## src/rtl/core_run_ctrl.sv

```systemverilog
// -----------------------------------------------------------------------------
// core_run_ctrl
//   Run controller for simulation / FPGA bring-up of one or more RV32IM cores.
//   It holds the cores in reset for a programmable time, lets them run under a
//   watchdog, and watches every hart's store port for a riscv-tests style
//   `tohost` write that ends the run. At the end of a run it reports
//   pass/fail, exit code, the halting hart and performance counters.
//
//   Optional build macro:
//     RUN_CTRL_ECALL_HALT_EN  - a retired ECALL (32'h0000_0073) on any hart
//                               also ends the run, with exit code 0 / pass.
//
// Ports
//   clk            in   single clock, rising edge
//   rst            in   asynchronous active-low block reset
//   start          in   begin a run (pulse or level), honoured in IDLE/DONE
//   core_rst       out  active-high synchronous reset to all cores (registered)
//   retire_valid   in   [NUM_HARTS]     per-hart retire strobe
//   retire_instr   in   [32*NUM_HARTS]  retired instruction words
//   mem_wr_en      in   [NUM_HARTS]     per-hart data store strobe
//   mem_wr_addr    in   [32*NUM_HARTS]  store addresses
//   mem_wr_data    in   [32*NUM_HARTS]  store data
//   done           out  run finished (sticky until next start)
//   pass           out  exit code 0 and no watchdog expiry
//   timeout        out  watchdog expired
//   exit_code      out  [31]  tohost data[31:1] of the halting store
//   halt_hart      out  [3]   index of the halting hart
//   cycle_count    out  [CNT_W] RUN cycles elapsed (saturating)
//   retire_count   out  [CNT_W] retired instructions, all harts (saturating)
// -----------------------------------------------------------------------------

// Per-hart halt detection: a qualifying tohost store and an ECALL retire.
module core_run_ctrl_hart #(
  parameter logic [31:0] TOHOST_ADDR = 32'h0000_1000
) (
  input  logic        wr_en_i,
  input  logic [31:0] wr_addr_i,
  input  logic [31:0] wr_data_i,
  input  logic        retire_i,
  input  logic [31:0] instr_i,
  output logic        tohost_hit_o,
  output logic        ecall_hit_o
);
  // Only odd data marks "finished"; even tohost writes are console traffic etc.
  assign tohost_hit_o = wr_en_i && (wr_addr_i == TOHOST_ADDR) && wr_data_i[0];
  assign ecall_hit_o  = retire_i && (instr_i == 32'h0000_0073);
endmodule

module core_run_ctrl #(
  parameter int          NUM_HARTS       = 1,
  parameter int          RST_HOLD_CYCLES = 2,
  parameter int          MAX_CYCLES      = 120,
  parameter int          CNT_W           = 32,
  parameter logic [31:0] TOHOST_ADDR     = 32'h0000_1000
) (
  input  logic                    clk,
  input  logic                    rst,
  input  logic                    start,
  output logic                    core_rst,
  input  logic [NUM_HARTS-1:0]    retire_valid,
  input  logic [32*NUM_HARTS-1:0] retire_instr,
  input  logic [NUM_HARTS-1:0]    mem_wr_en,
  input  logic [32*NUM_HARTS-1:0] mem_wr_addr,
  input  logic [32*NUM_HARTS-1:0] mem_wr_data,
  output logic                    done,
  output logic                    pass,
  output logic                    timeout,
  output logic [30:0]             exit_code,
  output logic [2:0]              halt_hart,
  output logic [CNT_W-1:0]        cycle_count,
  output logic [CNT_W-1:0]        retire_count
);

  localparam int HW = (RST_HOLD_CYCLES > 1) ? $clog2(RST_HOLD_CYCLES) : 1;
  // Dedicated watchdog counter so the timeout does not depend on CNT_W
  // (cycle_count may saturate before MAX_CYCLES in narrow builds).
  localparam int WW = $clog2(MAX_CYCLES);
  localparam int PW = $clog2(NUM_HARTS + 1);

  typedef enum logic [1:0] {S_IDLE, S_RESET, S_RUN, S_DONE} state_t;

  typedef struct packed {
    logic        hit;
    logic [30:0] code;
    logic [2:0]  hart;
  } halt_t;

  // ---------------------------------------------------------------------------
  // Per-hart views and detection
  // ---------------------------------------------------------------------------
  logic [NUM_HARTS-1:0][31:0] wr_addr_v, wr_data_v, instr_v;
  logic [NUM_HARTS-1:0]       tohost_hit, ecall_hit;

  assign wr_addr_v = mem_wr_addr;
  assign wr_data_v = mem_wr_data;
  assign instr_v   = retire_instr;

  for (genvar h = 0; h < NUM_HARTS; h++) begin : g_hart
    core_run_ctrl_hart #(.TOHOST_ADDR(TOHOST_ADDR)) u_hart (
      .wr_en_i      (mem_wr_en[h]),
      .wr_addr_i    (wr_addr_v[h]),
      .wr_data_i    (wr_data_v[h]),
      .retire_i     (retire_valid[h]),
      .instr_i      (instr_v[h]),
      .tohost_hit_o (tohost_hit[h]),
      .ecall_hit_o  (ecall_hit[h])
    );
  end

  // Halt arbitration. Loops run high-to-low so the lowest index is written
  // last and wins; the tohost loop runs after the ECALL loop so a store
  // beats an ECALL in the same cycle.
  halt_t halt;
  always_comb begin
    halt = '0;
`ifdef RUN_CTRL_ECALL_HALT_EN
    for (int h = NUM_HARTS - 1; h >= 0; h--) begin
      if (ecall_hit[h]) begin
        halt.hit  = 1'b1;
        halt.code = '0;
        halt.hart = 3'(h);
      end
    end
`endif
    for (int h = NUM_HARTS - 1; h >= 0; h--) begin
      if (tohost_hit[h]) begin
        halt.hit  = 1'b1;
        halt.code = wr_data_v[h][31:1];
        halt.hart = 3'(h);
      end
    end
  end

`ifndef RUN_CTRL_ECALL_HALT_EN
  // ECALL detection is built but has no consumer in this configuration.
  logic unused_ecall;
  assign unused_ecall = ^ecall_hit;
`endif

  // Retire popcount and saturating accumulate (one spare bit catches overflow).
  logic [PW-1:0]    pop;
  logic [CNT_W:0]   ret_sum;
  always_comb begin
    pop = '0;
    for (int h = 0; h < NUM_HARTS; h++) pop = pop + PW'(retire_valid[h]);
  end

  // ---------------------------------------------------------------------------
  // Reset deassertion synchroniser: the FSM may only leave IDLE once the
  // released reset has crossed two flops.
  // ---------------------------------------------------------------------------
  logic [1:0] rst_sync_q;
  logic       run_en;

  always_ff @(posedge clk or negedge rst) begin
    if (!rst) rst_sync_q <= 2'b00;
    else      rst_sync_q <= {rst_sync_q[0], 1'b1};
  end
  assign run_en = rst_sync_q[1];

  // ---------------------------------------------------------------------------
  // FSM and result registers
  // ---------------------------------------------------------------------------
  state_t           state_q, state_d;
  logic [HW-1:0]    hold_q, hold_d;
  logic [WW-1:0]    wd_q, wd_d;
  logic [CNT_W-1:0] cyc_q, cyc_d, ret_q, ret_d;
  logic             done_q, done_d, pass_q, pass_d, tmo_q, tmo_d;
  logic [30:0]      code_q, code_d;
  logic [2:0]       hart_q, hart_d;
  logic             core_rst_q, core_rst_d;
  logic             go;

  assign ret_sum = {1'b0, ret_q} + (CNT_W + 1)'(pop);
  assign go      = start && ((state_q == S_IDLE && run_en) || state_q == S_DONE);

  always_comb begin
    state_d = state_q;
    hold_d  = hold_q;
    wd_d    = wd_q;
    cyc_d   = cyc_q;
    ret_d   = ret_q;
    done_d  = done_q;
    pass_d  = pass_q;
    tmo_d   = tmo_q;
    code_d  = code_q;
    hart_d  = hart_q;

    unique case (state_q)
      S_IDLE, S_DONE: begin
        if (go) begin
          state_d = S_RESET;
          hold_d  = HW'(RST_HOLD_CYCLES - 1);
          wd_d    = '0;
          cyc_d   = '0;
          ret_d   = '0;
          done_d  = 1'b0;
          pass_d  = 1'b0;
          tmo_d   = 1'b0;
          code_d  = '0;
          hart_d  = '0;
        end
      end

      // hold_q counts down the remaining RESET cycles after this one.
      S_RESET: begin
        if (hold_q == '0) state_d = S_RUN;
        else              hold_d  = hold_q - 1'b1;
      end

      S_RUN: begin
        wd_d = wd_q + 1'b1;
        if (cyc_q != '1) cyc_d = cyc_q + 1'b1;
        ret_d = ret_sum[CNT_W] ? '1 : ret_sum[CNT_W-1:0];
        if (halt.hit) begin
          state_d = S_DONE;
          done_d  = 1'b1;
          pass_d  = (halt.code == '0);
          tmo_d   = 1'b0;
          code_d  = halt.code;
          hart_d  = halt.hart;
        end else if (wd_q == WW'(MAX_CYCLES - 1)) begin
          state_d = S_DONE;
          done_d  = 1'b1;
          pass_d  = 1'b0;
          tmo_d   = 1'b1;
        end
      end

      default: state_d = S_IDLE;
    endcase
  end

  // Cores run only in RUN; DONE re-asserts reset to freeze them.
  assign core_rst_d = (state_d != S_RUN);

  always_ff @(posedge clk or negedge rst) begin
    if (!rst) begin
      state_q    <= S_IDLE;
      hold_q     <= '0;
      wd_q       <= '0;
      cyc_q      <= '0;
      ret_q      <= '0;
      done_q     <= 1'b0;
      pass_q     <= 1'b0;
      tmo_q      <= 1'b0;
      code_q     <= '0;
      hart_q     <= '0;
      core_rst_q <= 1'b1;
    end else begin
      state_q    <= state_d;
      hold_q     <= hold_d;
      wd_q       <= wd_d;
      cyc_q      <= cyc_d;
      ret_q      <= ret_d;
      done_q     <= done_d;
      pass_q     <= pass_d;
      tmo_q      <= tmo_d;
      code_q     <= code_d;
      hart_q     <= hart_d;
      core_rst_q <= core_rst_d;
    end
  end

  assign core_rst     = core_rst_q;
  assign done         = done_q;
  assign pass         = pass_q;
  assign timeout      = tmo_q;
  assign exit_code    = code_q;
  assign halt_hart    = hart_q;
  assign cycle_count  = cyc_q;
  assign retire_count = ret_q;

endmodule

```

## config.mk

```make
export PLATFORM = sky130hd
export DESIGN_NAME = core_run_ctrl
export DESIGN_NICKNAME = d
export VERILOG_FILES = /design/src/rtl/core_run_ctrl.sv
export SDC_FILE = /design/constraint.sdc
export NUM_CORES = 1
export LEC_CHECK = 0
export CAP_MARGIN = 20
export CORE_MARGIN = 2
export CORE_UTILIZATION = 50
export CTS_BUF_LIST = sky130_fd_sc_hd__clkbuf_4
export DETAILED_ROUTE_END_ITERATION = 10
export GPL_TIMING_DRIVEN = 1
export PLACE_DENSITY = 0.87
export SKIP_CTS_REPAIR_TIMING = 1
export SLEW_MARGIN = 15
export SYNTH_ARGS = -nofsm -noshare
export SYNTH_HDL_FRONTEND = slang
export SYNTH_SLANG_ARGS = --single-unit
```

## constraint.sdc

```tcl
create_clock -name clk -period 4 [get_ports clk]
set_input_delay 1 -clock clk [delete_from_list [all_inputs] [get_ports clk]]
set_output_delay 1 -clock clk [all_outputs]
set_load 0.01 [all_outputs]
```

== After elaboration in Yosys (flattened, before gate mapping) ==
Index checks and enable logic that the tools add are counted.

* Add/subtract/negate cells: 4
* Equal/unequal tests: 11
* Mux-type cells: 31
* Reduce and logical (&&, ||, !) cells: 15

{| class="wikitable"
|+ Operator list
! kind !! number
|-
| 32-bit one-hot mux with 2 select lines || 2
|-
| 32-bit two-way mux || 3
|-
| 31-bit two-way mux || 2
|-
| 31-bit one-hot mux with 2 select lines || 1
|-
| 35-bit two-way mux || 1
|-
| 32-bit by 1-bit adder with 33-bit output || 1
|-
| 32-bit by 1-bit adder with 32-bit output, second input constant || 1
|-
| 32-bit by 13-bit == test with 1-bit output, second input constant || 1
|-
| 32-bit != test, second input constant || 1
|-
| 31-bit zero test || 1
|-
| 7-bit one-hot mux with 2 select lines || 1
|-
| 3-bit AND reduction || 3
|-
| 1-bit two-way mux || 8
|-
| 2-bit two-way mux || 4
|-
| 2-bit != test, second input constant || 4
|-
| 1-bit one-hot mux with 2 select lines || 4
|-
| 7-bit by 1-bit adder with 7-bit output, second input constant || 1
|-
| 7-bit == test, second input constant || 1
|-
| 7-bit two-way mux || 1
|-
| 3-bit two-way mux || 2
|-
| 2-bit one-hot mux with 3 select lines || 1
|-
| 3-bit one-hot mux with 2 select lines || 1
|-
| 2-bit == test, second input constant || 2
|-
| 1-bit logical AND || 4
|-
| other kinds (8) || 10
|}

* Register bits: 114
* Bits of input ports: 101
* Output and inout port bits: 102
* Word-level logic and storage cells: 73

== Logic depth before layout (Yosys ltp) ==
Gate-level depths: netlist (run 1).

* Depth in word-level cells: 7
* Gate-level depth with buffers: 11
* Gate-level depth less buffers: 7

== Cells and area by module ==
Synthesis (run 1) repeated with hierarchy kept, for this count alone.

* Cell total of the unflattened synthesis: 660
* Area, all modules: 6209.7 um2

{| class="wikitable"
|+ Modules (own cells, without submodules)
! module !! instances !! cells an instance !! area an instance (um2) !! seq. area each (um2)
|-
| core_run_ctrl || 1 || 634 || 6042.0 || 2778.9
|-
| core_run_ctrl_hart || 1 || 26 || 167.7 || 0.0
|}

== Worst setup path after synthesis (run 1) ==
Ideal clock, no wire load.

* Path type: input -> register
* Start: in retire_valid
* End: reg ret_q[14] (netlist: retire_count[14])
* Setup time: 0.066 ns
* Arrival time: 2.764 ns
* Required time: 3.934 ns
* Slack: 1.170 ns
* Stages on the path: 10
* Path buffers: 3
* Cells stage by stage: ha_1 ha_1 nand3_1 or3_1 clkbuf_1 or3_1 buf_2 buf_6 o31ai_1 a22o_1

* Longest elaborated chain between the ends: 3

{| class="wikitable"
|+ Ends and longest elaborated chain
! element !! line !! RTL
|-
| start: declaration || 60 || <nowiki>input logic [NUM_HARTS-1:0] retire_valid,</nowiki>
|-
| 32-bit by 1-bit adder with 33-bit output || 174 || <nowiki>assign ret_sum = {1'b0, ret_q} + (CNT_W + 1)'(pop);</nowiki>
|-
| 32-bit two-way mux || 214 || <nowiki>ret_d = ret_sum[CNT_W] ? '1 : ret_sum[CNT_W-1:0];</nowiki>
|-
| 32-bit one-hot mux with 2 select lines || 189 || <nowiki>unique case (state_q)</nowiki>
|-
| end signal: assignment || 255 || <nowiki>ret_q <= ret_d;</nowiki>
|-
| end: declaration || 167 || <nowiki>logic [CNT_W-1:0] cyc_q, cyc_d, ret_q, ret_d;</nowiki>
|}

No other way between the ends.
A chain may end at the register's enable or synchronous reset.

== Worst setup path after layout (run 1) ==
* Start: in retire_valid
* End: reg ret_q[6] (netlist: retire_count[6])

The elaborated chain is that of the path after synthesis.

==> impl_metrics.toml, run 1 <==
[synth]
synth_compound_area_frac = 0.2179
async_flop_share = 1.000
syn_inst = 621
ys_types = 55
synth.yosys.seq_area_share = 0.4767
yosysTopAreaCellShare = 0.4722
synthAdderAreaFrac = 0.01717
synth_area_sq_um = 5829
yosysMostFrequentCell = "dfrtp_1"
synthSimpleGateAreaFrac = 0.2316
synthXorXnorAreaFrac = 0.009015
syn_avg_cell_area_sq_um = 9.387
synth_common_cells = "dfrtp_1 (110), o21ai_0 (56), a22o_1 (47), nand2_1 (43), a21oi_1 (36)"
yosysWarnings = 0
synth_edf_count = 0
synthFlopType = "dfrtp_1"
synth_top_area_cell = "dfrtp_1"
synth_area_leaders = "dfrtp_1 (47%), a22o_1 (7.1%), o21ai_0 (4.8%)"
synthMuxAreaShare = 0.007083
synth-seq-cells = 111
synth_top_family_by_area = "simple AND/OR/NAND/NOR gates"

[sta]
finClkSkew_ns = 0.01998
period_needed_ns = 3.008
maxSlewHeadroom = 0.4682
rsz0062_at_grt = "false"
setup_viol = 0
tns_ns = 0
hold_viol = 0
post-route-period-util = 0.7519
maxSlewViolCount = 0
worst_pin_slew_ns = 0.7947
fmax_mhz = 332.5

[clock_tree]
cts_buffers = 9
root_buffer = "clkbuf_4"
cts-htree-levels = 3
cts_num_sinks = 111
clock_latency_ns = 0.46
clock_path_buffers = 2
clk_pin_slew_ns = 0.15
cts_tree = "done"

[min_path]
hold_depth = 0
holdCritPathClass = "reg -> reg"
min_from = "rst_sync_q[0]"

[power]
p_total_uw = 2610
power_leakage_uw = 0.003205
cellPowerDensity_nw_per_um2 = 336.2
vdd_drop_max_mv = 0.3194

[floorplanning]
die_w_microns = 112.0
die_area_sq_um = 12540
fp.dieH_microns = 112.0
ios = 203
rows = 39
start_util = 0.5105
coreArea_sq_um = 11420

[route]
viasPerCell = 6.331
drt-total-wl_microns = 16890
route.detailed.drc = 0
ant_nets = 0
drt-pass1-iter-count = 5
initialDrtViolationCount = 512
wl_per_cell_microns = 18.34
vias = 5831

[setup_path]
critPathRequiredTime_ns = 4.40
crit_type = "in -> reg"
endpoint_kind = "flip-flop"
critPathLaunch = "retire_valid"
crit_fanout = 17
r2r_start = "state_q[0]"
reg2reg_depth = 8
start_kind = "primary input"
worstPathArrival_ns = 3.41

[job]
drv_cap = 0

[layout]
design_area_sq_um = 7762
fin_util = 0.6798
drive_gt1_frac = 0.05792
fin_nets = 881
syn_to_final_growth_pct = 33.16

[global_routing]
grt_pass1_vias = 5674
grt_max_degree = 53
grt_first_pass_wirelength_microns = 27880
grt_overflow = 0
track_usage = 0.2706
antenna_found_initial = 1

[placed_design]
postPlaceCellArea_sq_um = 7626
place_congestion = 0.9025
portBuffers = 167
dp_hpwl_microns = 12190

[status]
status = "finished clean"
-- layer usage --
layer | global-route usage | routed length, microns | vias to the layer above
met5 | 0 | 0 | -
met4 | 0.09187 | 337 | 0
met3 | 0.05661 | 1210 | 30
met2 | 0.4533 | 8559 | 294
met1 | 0.3523 | 6780 | 2836
li1 | - | - | 2671
-- logic make-up after synthesis --
family | Yosys count
flops | 111
simple gates | 244
compound gates | 192
mux | 4
fa+ha+maj | 8
other cells | 2
buf+inv | 54
xor+xnor | 6
-- area by class of cell --
type | count | area, sq um
multi-input combinational | 458 | 2860
inverter | 11 | 41.29
antenna | 1 | 2.502
fill | 883 | 3656
clock inverter | 6 | 51.30
tap | 143 | 178.9
clock buffer | 10 | 75.07
sequential | 111 | 2779
timing repair buffer | 181 | 1774
-- flip-flops by register name (all words and copies together) (netlist names) --
name	count
hold_q	1
done	1
timeout	1
exit_code	31
rst_sync_q	2
retire_count	32
cycle_count	32
wd_q	7
state_q	2
core_rst	1
pass	1
-- worst max-delay path, stage by stage --
cell	delay, ns
clkdlybuf4s50_1	0.46
ha_1	0.21
ha_1	0.22
nand3_1	0.19
or3_1	0.40
or3_1	0.57
o21ai_0	0.18
a22o_1	0.17
-- worst paths after layout --
path,end,slack (ns)
worst min register to register,rst_sync_q[1],0.37
worst max-delay path,retire_count[6],0.99
max in group asynchronous,exit_code[7],2.54
worst min-delay path,rst_sync_q[1],0.37
min in group asynchronous,cycle_count[23],0.56
worst max register to register,cycle_count[0],1.20
-- cell usage in the layout, fill, tap and decap left out, types with 7 or more instances in the layout --
cell / netlist / layout
a21o_1: 10 / 10
a21oi_1: 36 / 36
a22o_1: 47 / 47
a31oi_1: 9 / 7
and3_1: 15 / 15
and4_1: 7 / 7
buf_4: 4 / 15
clkbuf_4: 0 / 10
clkdlybuf4s50_1: 0 / 166
dfrtp_1: 110 / 110
ha_1: 8 / 8
inv_1: 10 / 10
nand2_1: 43 / 43
nand3_1: 35 / 35
nand4_1: 34 / 34
nor2_1: 28 / 27
nor3_1: 14 / 13
nor4_1: 17 / 17
o21ai_0: 56 / 55
or3_1: 22 / 22
or4_1: 8 / 8
-- where the power goes --
group / switching [uW] / total [uW] / internal, uW
sequential: 103 / 1310 / 1210
clock: 356 / 546 / 191
combinational: 422 / 753 / 332
-- per-stage QoR --
stage	setup WS (ns)	hold slack, ns	instances
CTS	1.042	0.3712	920
floorplan	1.170	0.3312	623
global placement	0.6243	0.3336	904
global route	0.8901	0.3777	921
detailed placement	0.5402	0.3364	904
finish	0.9924	0.3679	921
Note: power is estimated with default switching activity, not from simulation.
==> inputs of run 2 (changes only) <==
--- a/config.mk
+++ b/config.mk
@@ -7,11 +7,11 @@
 export LEC_CHECK = 0
 export CAP_MARGIN = 20
 export CORE_MARGIN = 2
-export CORE_UTILIZATION = 50
+export CORE_UTILIZATION = 47
 export CTS_BUF_LIST = sky130_fd_sc_hd__clkbuf_4
 export DETAILED_ROUTE_END_ITERATION = 10
 export GPL_TIMING_DRIVEN = 1
-export PLACE_DENSITY = 0.87
+export PLACE_DENSITY = 0.83
 export SKIP_CTS_REPAIR_TIMING = 1
 export SLEW_MARGIN = 15
 export SYNTH_ARGS = -nofsm -noshare
==> constraint.sdc (replaced) <==
create_clock -name clk -period 3.1 [get_ports clk]
set_input_delay 0.775 -clock clk [delete_from_list [all_inputs] [get_ports clk]]
set_output_delay 0.775 -clock clk [all_outputs]
set_load 0.01 [all_outputs]
==> impl_metrics.toml, run 2 (synthesized netlist as in run 1, its figures left out) <==
[global_routing]
grt_overflow = 0
grt_max_degree = 68
grt_pass1_vias = 5634
track_usage = 0.2587
antenna_found_initial = 1
grt_first_pass_wirelength_microns = 27480

[route]
vias = 5791
viasPerCell = 6.064
drt-pass1-iter-count = 5
ant_nets = 0
wl_per_cell_microns = 17.80
route.detailed.drc = 0
drt-total-wl_microns = 17000
initialDrtViolationCount = 548

[power]
internal_power_uw = 2259
clkPwrFrac = 0.219
power.share.combinational = 0.289
p_switching_uw = 1169
cellPowerDensity_nw_per_um2 = 434.7
switching_share = 0.3411
vdd_drop_max_mv = 0.3144
p_seq_frac = 0.493
power_leakage_uw = 0.003253

[setup_path]
endpoint_kind = "flip-flop"
crit_type = "reg -> reg"
critPathRequiredTime_ns = 3.53
worstPathArrival_ns = 3.10
crit_fanout = 11
start_kind = "flip-flop"

[status]
status = "finished clean"

[layout]
syn_to_final_growth_pct = 35.31
fin_cells = 955
fin_nets = 890
final_common_cell = "clkdlybuf4s50_1"
fin_util = 0.6539
drive_gt1_frac = 0.07125
final_cell_mix = "clkdlybuf4s50_1 (166), dfrtp_1 (110), o21ai_0 (55)"
num-fill-cells = 985

[sta]
tns_ns = 0
maxSlewViolCount = 0
worst_pin_slew_ns = 0.8705
fmax_mhz = 374.4
rsz0062_at_grt = "false"
maxSlewHeadroom = 0.4197
hold_viol = 0
post-route-period-util = 0.8616
finClkSkew_ns = 0.01704
period_needed_ns = 2.671
setup_viol = 0

[placed_design]
portBuffers = 167
dp_cells = 938
place_congestion = 0.8967
dp_hpwl_microns = 12450

[clock_tree]
cts_tree = "done"
cts_buffers = 9
root_buffer = "clkbuf_4"
cts_num_sinks = 111
clock_path_buffers = 2
clock_latency_ns = 0.49
clk_pin_slew_ns = 0.17
cts-htree-levels = 3

[floorplanning]
coreArea_sq_um = 12060
die_area_sq_um = 13310
start_util = 0.4833
die_w_microns = 115.4
ios = 203
rows = 40
fp.dieH_microns = 115.4

[min_path]
holdCritPathClass = "reg -> reg"

[job]
drv_cap = 0
[run 2: metrics by stage]
stage | total power (uW) | hold slack [ns] | cell area (sq um) | setup slack (ns)
4_1_cts | 3424 | 0.3715 | 7878 | 0.3039
3_3_place_gp | 2649 | 0.3330 | 7737 | 0.1461
2_1_floorplan | 2203 | 0.3312 | 5837 | 0.4948
5_1_grt | 3606 | 0.3802 | 7888 | 0.2566
6_report | 3428 | 0.3690 | 7888 | 0.4289
3_5_place_dp | 2687 | 0.3358 | 7737 | 0.06206
[run 2: critical path: stages (launching register included)]
cell and delay [ns]:
dfrtp_1 0.44, inv_1 0.12, ha_1 0.42, nand4_1 0.20, or4_1 0.48, o211ai_1 0.63
o21ai_0 0.20, a21oi_1 0.14
[run 2: worst paths after layout]
check / from / to / slack [ns] / depth (start not counted)
setup reg to reg: state_q[0] / cycle_count[18] / 0.43 / 7
min in group asynchronous: rst / cycle_count[8] / 0.38 / 1
setup / recovery: state_q[0] / cycle_count[18] / 0.43 / 7
hold / removal: rst_sync_q[0] / rst_sync_q[1] / 0.37 / 0
hold reg to reg: rst_sync_q[0] / rst_sync_q[1] / 0.37 / 0
max in group asynchronous: rst / exit_code[15] / 2.00 / 2
[run 2: final cells by class]
| cell class | count | area (sq um) | share of cell area |
|---|---|---|---|
| well taps | 168 | 210.2 | 0.02665 |
| multi-input cells | 458 | 2860 | 0.3626 |
| clock inverters | 7 | 72.57 | 0.009201 |
| repair buffers | 190 | 1854 | 0.2351 |
| flip-flops and latches | 111 | 2779 | 0.3523 |
| inverters | 11 | 41.29 | 0.005235 |
| clock buffers | 9 | 67.56 | 0.008566 |
| diodes | 1 | 2.502 | 0.0003173 |
[run 2: power groups by stage]
stage / Sequential (uW) / Combinational, uW / Clock (uW)
after floorplan: 1720 / 487 / 0
after global placement: 1700 / 947 / 0
after detailed placement: 1710 / 977 / 0
after CTS: 1680 / 984 / 756
after global routing: 1710 / 1080 / 816
final: 1690 / 990 / 749
[run 2: layer usage]
metal / wire length (microns) / GRT usage
met5: 0 / 0
met4: 318 / 0.08755
met1: 7064 / 0.3372
met2: 8649 / 0.4413
met3: 969 / 0.03954
==> inputs of run 3 (changes only) <==
--- a/config.mk
+++ b/config.mk
@@ -6,6 +6,7 @@
 export NUM_CORES = 1
 export LEC_CHECK = 0
 export CAP_MARGIN = 20
+export CORE_ASPECT_RATIO = 0.75
 export CORE_MARGIN = 2
 export CORE_UTILIZATION = 47
 export CTS_BUF_LIST = sky130_fd_sc_hd__clkbuf_4
==> impl_metrics.toml, run 3 (synthesized netlist as in run 1, its figures left out) <==
[layout]
drive_gt1_frac = 0.07015
final_cell_mix = "clkdlybuf4s50_1 (166), dfrtp_1 (110), o21ai_0 (55)"
fin_nets = 888
final_common_cell = "clkdlybuf4s50_1"
syn_to_final_growth_pct = 35.14
fin_util = 0.6471

[global_routing]
antenna_found_initial = 1
use_met3 = 0.06465
grt_busiest_layer = "met2"
grt_overflow = 0
grt_pass1_vias = 5609
grt_util_met2 = 0.4289
grt_first_pass_wirelength_microns = 28270
grt_max_degree = 55
track_usage = 0.2618
grt_util_met1 = 0.3557

[sta]
maxSlewViolCount = 0
setup_slack_ns = 0.3557
tns_ns = 0
post-route-period-util = 0.8853
period_needed_ns = 2.744
maxSlewHeadroom = 0.4235
finClkSkew_ns = 0.02517
worst_pin_slew_ns = 0.8621
fmax_mhz = 364.4
hold_viol = 0
rsz0062_at_grt = "false"
setup_viol = 0

[power]
p_seq_frac = 0.501
p_total_uw = 3365
internal_power_uw = 2181
vdd_drop_max_mv = 0.3334
clkPwrFrac = 0.202
power.share.combinational = 0.297
cellPowerDensity_nw_per_um2 = 427.1
power_leakage_uw = 0.003245
switching_share = 0.3517
p_switching_uw = 1183

[clock_tree]
cts_num_sinks = 111
cts_buffers = 9
cts-htree-levels = 3
root_buffer = "clkbuf_4"
clk_pin_slew_ns = 0.18
clock_path_buffers = 2
clock_latency_ns = 0.47
cts_tree = "done"

[setup_path]
worstPathArrival_ns = 3.15
endpoint_kind = "flip-flop"
crit_fanout = 11
critPathRequiredTime_ns = 3.51
crit_type = "reg -> reg"
start_kind = "flip-flop"

[floorplanning]
die_area_sq_um = 13320
fp.dieH_microns = 100.4
die_w_microns = 132.6
coreArea_sq_um = 12170
ios = 203
start_util = 0.4788
rows = 35

[placed_design]
dpl_worst_slack_ns = 0.03968
portBuffers = 167
place_congestion = 0.9243
dp_hpwl_microns = 12510

[route]
route.detailed.drc = 0
initialDrtViolationCount = 535
vias = 5809
ant_nets = 0
viasPerCell = 6.108
wl_per_cell_microns = 18.25
drt-total-wl_microns = 17350
drt-pass1-iter-count = 5

[job]
drv_cap = 0

[status]
status = "finished clean"

[min_path]
holdCritPathClass = "in -> async"
run 3: cell types whose count changed in the layout (fill, tap and decap cells not counted):
cell       change
bufinv_16      -1
clkinv_2       +1
buf_12         +2
clkinv_1       -1
clkinv_4       -1
inv_6          +1
buf_4          -4
inv_8          +1
run 3: final timing paths:
check	from	endpoint	slack, ns	cells after the start
setup / recovery	state_q[0]	cycle_count[18]	0.36	7
setup reg to reg	state_q[0]	cycle_count[18]	0.36	7
hold reg to reg	rst_sync_q[0]	rst_sync_q[1]	0.39	0
max in group asynchronous	rst	core_rst	2.11	2
min in group clk	rst_sync_q[0]	rst_sync_q[1]	0.39	0
hold / removal	rst	cycle_count[9]	0.25	1
run 3: critical path, stage by stage, from the launching register on:
cell and delay [ns]:
dfrtp_1 0.46, inv_1 0.13, ha_1 0.35, nand4_1 0.19, or4_1 0.48, o211ai_1 0.71, o21ai_0 0.20, a21oi_1 0.15
run 3: final cells by class:
type | instances | area (sq um)
Clock buffer | 9 | 67.56
Multi-Input combinational cell | 458 | 2860
Fill cell | 998 | 4297
Tap cell | 166 | 207.7
Sequential cell | 111 | 2779
Inverter | 11 | 41.29
Clock inverter | 7 | 55.05
Antenna cell | 1 | 2.502
Timing Repair Buffer | 188 | 1864
run 3: power groups by stage:
| stage | clock network, uW | registers (uW) | logic [uW] |
|---|---|---|---|
| CTS | 695 | 1680 | 992 |
| global placement | 0 | 1700 | 941 |
| global route | 753 | 1700 | 1090 |
| floorplan | 0 | 1720 | 487 |
| detailed placement | 0 | 1710 | 986 |
| finish | 680 | 1690 | 998 |
run 3: per-layer routing:
layer	up-vias	part of all wire
li1	2689	-
met1	2864	0.43
met2	239	0.48
met3	17	0.072
met4	0	0.013
met5	-	0
run 3: through the flow:
| stage | hold slack, ns | cell area [sq um] | instances |
|---|---|---|---|
| 6_report | 0.2518 | 7878 | 951 |
| 5_1_grt | 0.2433 | 7878 | 951 |
| 4_1_cts | 0.2502 | 7868 | 950 |
| 3_5_place_dp | 0.3364 | 7745 | 934 |
| 3_3_place_gp | 0.3331 | 7745 | 934 |
| 2_1_floorplan | 0.3312 | 5837 | 623 |
